**config.mk**
```make
export PLATFORM = sky130hd
export DESIGN_NAME = mem_port_arbiter
export DESIGN_NICKNAME = d
export VERILOG_FILES = /design/src/rtl/mem_arb_pkg.sv /design/src/rtl/arb_pick.sv /design/src/rtl/mem_port_arbiter.sv
export SDC_FILE = /design/constraint.sdc
export NUM_CORES = 1
export LEC_CHECK = 0
export BUFFER_PORTS_ARGS = -buffer_cell sky130_fd_sc_hd__buf_2
export CORE_AREA = 2 2 108 110
export DETAILED_ROUTE_END_ITERATION = 8
export DIE_AREA = 0 0 110 112
export GPL_TIMING_DRIVEN = 0
export PLACE_DENSITY = 0.51
export REMOVE_ABC_BUFFERS = 1
export SLEW_MARGIN = 20
export SYNTH_ARGS = -nofsm -noshare
export SYNTH_HDL_FRONTEND = slang
export SYNTH_SLANG_ARGS = --single-unit
```
**constraint.sdc**
```tcl
create_clock -name clk -period 4.11 [get_ports clk]
set_clock_uncertainty 0.15 [all_clocks]
set_input_delay 0.2055 -clock clk [delete_from_list [all_inputs] [get_ports clk]]
set_output_delay 0.2055 -clock clk [all_outputs]
set_load 0.02 [all_outputs]
```
**src/rtl/mem_arb_pkg.sv**
```systemverilog
// Shared types and widths for the fetch / load-store memory port arbiter.
// Round-robin conflict resolution is selected with the MEM_ARB_RR_EN macro.
package mem_arb_pkg;

    localparam int ADDR_W = 32;
    localparam int DATA_W = 32;
    localparam int BE_W   = 4;

    localparam logic [BE_W-1:0] BE_FULL = '1;

    typedef enum logic [1:0] {
        IDLE    = 2'd0,
        WAIT_IF = 2'd1,
        WAIT_LS = 2'd2
    } arb_state_e;

    typedef enum logic {
        OWN_IF = 1'b0,
        OWN_LS = 1'b1
    } arb_owner_e;

    // State that records which requester owns the outstanding transaction.
    function automatic arb_state_e wait_state(input arb_owner_e owner);
        return (owner == OWN_LS) ? WAIT_LS : WAIT_IF;
    endfunction

endpackage

```
**src/rtl/arb_pick.sv**
```systemverilog
// Winner selection between fetch and load/store requests.
// MEM_ARB_RR_EN: a conflict follows the priority input instead of always favouring LS.
module arb_pick (
    input  logic if_req,
    input  logic ls_req,
`ifdef MEM_ARB_RR_EN
    input  logic prio_ls,
`endif
    output logic pick_ls
);

`ifdef MEM_ARB_RR_EN
    assign pick_ls = !if_req || (ls_req && prio_ls);
`else
    assign pick_ls = !if_req || ls_req;
`endif

endmodule

```
**src/rtl/mem_port_arbiter.sv**
```systemverilog
// Shares one memory port between instruction fetch and load/store, one transaction in flight.
// MEM_ARB_RR_EN selects round-robin conflict resolution; otherwise LS always wins a conflict.
module mem_port_arbiter
    import mem_arb_pkg::*;
(
    input  logic              clk,
    input  logic              reset,
    input  logic              if_req,
    input  logic [ADDR_W-1:0] if_addr,
    output logic              if_gnt,
    output logic              if_rvalid,
    output logic [DATA_W-1:0] if_rdata,
    input  logic              ls_req,
    input  logic              ls_we,
    input  logic [BE_W-1:0]   ls_be,
    input  logic [ADDR_W-1:0] ls_addr,
    input  logic [DATA_W-1:0] ls_wdata,
    output logic              ls_gnt,
    output logic              ls_rvalid,
    output logic [DATA_W-1:0] ls_rdata,
    output logic              mem_req,
    output logic              mem_we,
    output logic [BE_W-1:0]   mem_be,
    output logic [ADDR_W-1:0] mem_addr,
    output logic [DATA_W-1:0] mem_wdata,
    input  logic              mem_gnt,
    input  logic              mem_rvalid,
    input  logic [DATA_W-1:0] mem_rdata,
    output logic              arb_err
);

    arb_state_e state_q, state_d;
    arb_owner_e lock_own_q, lock_own_d;
    arb_owner_e winner;
    logic       lock_q, lock_d;
    logic       err_q, err_d;
    logic       pick_ls;
    logic       grant;

`ifdef MEM_ARB_RR_EN
    arb_owner_e ptr_q, ptr_d;

    arb_pick u_pick (
        .if_req  (if_req),
        .ls_req  (ls_req),
        .prio_ls (ptr_q == OWN_LS),
        .pick_ls (pick_ls)
    );
`else
    arb_pick u_pick (
        .if_req  (if_req),
        .ls_req  (ls_req),
        .pick_ls (pick_ls)
    );
`endif

    // A stalled request keeps its winner, even if the other side starts requesting.
    always_comb begin
        winner  = lock_q ? lock_own_q : (pick_ls ? OWN_LS : OWN_IF);
        mem_req = reset && (if_req || ls_req) && ((state_q == IDLE) || mem_rvalid);
        grant   = mem_req && mem_gnt;

        if (winner == OWN_LS) begin
            mem_we    = ls_we;
            mem_be    = ls_be;
            mem_addr  = ls_addr;
            mem_wdata = ls_wdata;
        end else begin
            mem_we    = 1'b0;
            mem_be    = BE_FULL;
            mem_addr  = if_addr;
            mem_wdata = '0;
        end

        if_gnt    = grant && (winner == OWN_IF);
        ls_gnt    = grant && (winner == OWN_LS);
        if_rvalid = reset && (state_q == WAIT_IF) && mem_rvalid;
        ls_rvalid = reset && (state_q == WAIT_LS) && mem_rvalid;
        if_rdata  = if_rvalid ? mem_rdata : '0;
        ls_rdata  = ls_rvalid ? mem_rdata : '0;
        arb_err   = err_q;
    end

    always_comb begin
        state_d = state_q;
        if (grant) begin
            state_d = wait_state(winner);
        end else if ((state_q != IDLE) && mem_rvalid) begin
            state_d = IDLE;
        end

        lock_d     = mem_req && !mem_gnt;
        lock_own_d = winner;
        // A response with nothing outstanding is a protocol violation and sticks.
        err_d      = err_q || ((state_q == IDLE) && mem_rvalid);
`ifdef MEM_ARB_RR_EN
        ptr_d = ptr_q;
        if (grant) begin
            ptr_d = (winner == OWN_LS) ? OWN_IF : OWN_LS;
        end
`endif
    end

    always_ff @(posedge clk or negedge reset) begin
        if (!reset) begin
            state_q    <= IDLE;
            lock_q     <= 1'b0;
            lock_own_q <= OWN_LS;
            err_q      <= 1'b0;
`ifdef MEM_ARB_RR_EN
            ptr_q      <= OWN_LS;
`endif
        end else begin
            state_q    <= state_d;
            lock_q     <= lock_d;
            lock_own_q <= lock_own_d;
            err_q      <= err_d;
`ifdef MEM_ARB_RR_EN
            ptr_q      <= ptr_d;
`endif
        end
    end

endmodule

```
==> impl_metrics.toml <==
[outcome]
status = "completed"

[setup_path]
critPathMaxFanout = 33
cp-end-kind = "output pin"
ff2ff_setup_slack_ps = 2220
critPathArrivalTime_ps = 2320
critPathLaunchType = "input port"
required_ps = 3750
path_class = "input port to output pin"
reg2regPathDepth = 3

[pwr]
pwr-share-clk_pct = 29.5
combPwrFrac_pct = 59.9
p_total_w = 0.000540
ir_drop_mv = 0.0860
p_int_w = 0.000330
p_sw_share_pct = 39.0
power_density_mw_per_mm2 = 184
p_leak_nw = 1.78
p_sw_w = 0.000210
p_seq_share_pct = 10.5

[logic_synthesis]
synthCells = 166
synth_area_leaders = "and2_1, mux2_2, dfrtp_1"
synth_most_common_cell = "and2_1"
synth_ff_type = "dfrtp_1"
yosysTopAreaCellShare_pct = 46.4
yosysTopAreaCell = "and2_1"
synth_common_cells = "and2_1, mux2_2, clkbuf_1, nand2b_1, dfrtp_1"
synth_edf_count = 0
yosysSeqAreaShare_pct = 9.66
synth.distinct_cells = 19
ys_async_sr_fraction_pct = 100
synth.avg_cell_area_sq_um = 7.88
ys_ff_latch = 5
syn_area_sq_mm = 0.00131
synth_warnings = 0

[die]
start_util_pct = 11.7
core_sq_mm = 0.0112
fp.dieW_um = 110
ioPinCount = 278
dieHeight_um = 112
fp.dieArea_sq_mm = 0.0123
row_count = 39

[clock_tree]
cts_max_path_buffers = 2
postCtsResizedCells = 0
cts_setup_buffers = 0
clk_pin_slew_ps = 30
cts_buffers = 3
htree_levels = 1
clock_latency_ps = 230
cts-root-buf = "clkbuf_16"
tritoncts = "yes"
clock-sinks = 5
hold_buffers = 1

[global_routing]
grt_use_met1_pct = 9.78
grt_use_met3_pct = 0.878
grt_pass1_vias = 1875
antenna_found_initial = 0
grt.total_usage_pct = 8.98
grt_max_degree = 41
top_usage_layer = "met2"
grt_pass1_wl_um = 8690
grt_overflow = 0
use_met2_pct = 17.8

[detailed_routing]
vias_per_cell = 3.73
drc = 0
ant_nets = 0
drt-initial-drc-count = 34
wl_per_cell_um = 11.2
firstDrtPassIters = 4
routed_wl_um = 6470
vias = 2157

[sta]
final-hold-violation-count = 0
drv_slew = 0
period_minus_slack_ps = 2670
rsz0062_at_grt = "false"
fmax_mhz = 374
worst_pin_slew_ps = 926
slew-limit-headroom_pct = 38.2
final.setup.tns_ps = 0
final.period_utilization_pct = 65.0
finalSetupViolCount = 0

[placement]
place_congestion = 0.745
portBuffers = 277
hpwl_um = 5780

[run]
cap_violations = 0

[hold_path]
holdCritPathClass = "input port to flip-flop"
whs_path_depth = 2

[final_layout]
num_antenna_cells = 0
area_delta_synth_final_pct = 125
nNetsFinal = 576
drive_gt1_share_pct = 73.2
-- path summary, 6_finish.rpt --
check                                    to    start
max in group asynchronous        lock_own_q    reset
worst min register to register      arb_err  arb_err
worst max register to register   state_q[1]   lock_q
worst min-delay path                 lock_q  mem_gnt
worst max-delay path            if_rdata[9]    reset
min in group asynchronous           arb_err    reset
-- metrics by stage --
stage / worst slack, ps / instances / hold WS [ps] / cell area [sq um] / utilization (%)
2_1_floorplan: 1940 / 153 / -240 / 1240 / -
3_3_place_gp: 1380 / 573 / -117 / 2810 / 25.1
3_5_place_dp: 1890 / 574 / -114 / 2850 / 25.5
4_1_cts: 1340 / 579 / 35.7 / 2940 / 26.3
5_1_grt: 1210 / 579 / 43.6 / 2940 / 26.3
6_report: 1440 / 579 / 34.6 / 2940 / 26.3
-- cell families (layout without fill, tap and decap cells) --
logic type	count (synthesis)	after routing	share of synthesized area, %
simple gates	109	109	52.7
flops	5	5	9.66
buf+inv	15	285	5.45
compound gates	4	4	2.96
mux	33	33	29.3
-- placed cells by master, fill, tap and decap left out, types with 2 or more instances in the layout --
cell         n
buf_2      277
and2_1      97
mux2_2      32
nand2b_1     5
dfrtp_1      4
clkbuf_16    3
and3_1       2
nor3b_4      2
a32o_1       2
-- cell type report --
class | instances | area, sq um
fill | 1206 | 8240
multi-input combinational | 146 | 1120
clock buffer | 4 | 78.8
inverter | 2 | 7.51
tap | 143 | 179
sequential | 5 | 126
timing repair buffer | 279 | 1420
-- registers in the layout, summed over array words and instances, names as in the netlist --
name / cells
arb_err: 1
lock_own_q: 1
lock_q: 1
state_q: 2
-- per-layer routing --
layer / part of all wire (%) / routed length [um]
met1: 36 / 2350
met2: 52 / 3380
met3: 10 / 673
met4: 0.88 / 57
met5: 0 / 0
-- worst max-delay path, cell delays in order --
cell	delay, ps
dlygate4sd3_1	520
buf_2	180
nand2_1	160
nor3b_4	800
and2_1	260
buf_2	170
-- power groups by stage --
| stage | sequential [W] | combinational, W | clock, W |
|---|---|---|---|
| floorplan | 0.0000561 | 0.000177 | 0 |
| global placement | 0.0000565 | 0.000318 | 0 |
| detailed placement | 0.0000574 | 0.000326 | 0 |
| CTS | 0.0000569 | 0.000328 | 0.000162 |
| global route | 0.0000571 | 0.000349 | 0.000167 |
| finish | 0.0000569 | 0.000324 | 0.000159 |
Power figures use the tool's default switching activity.
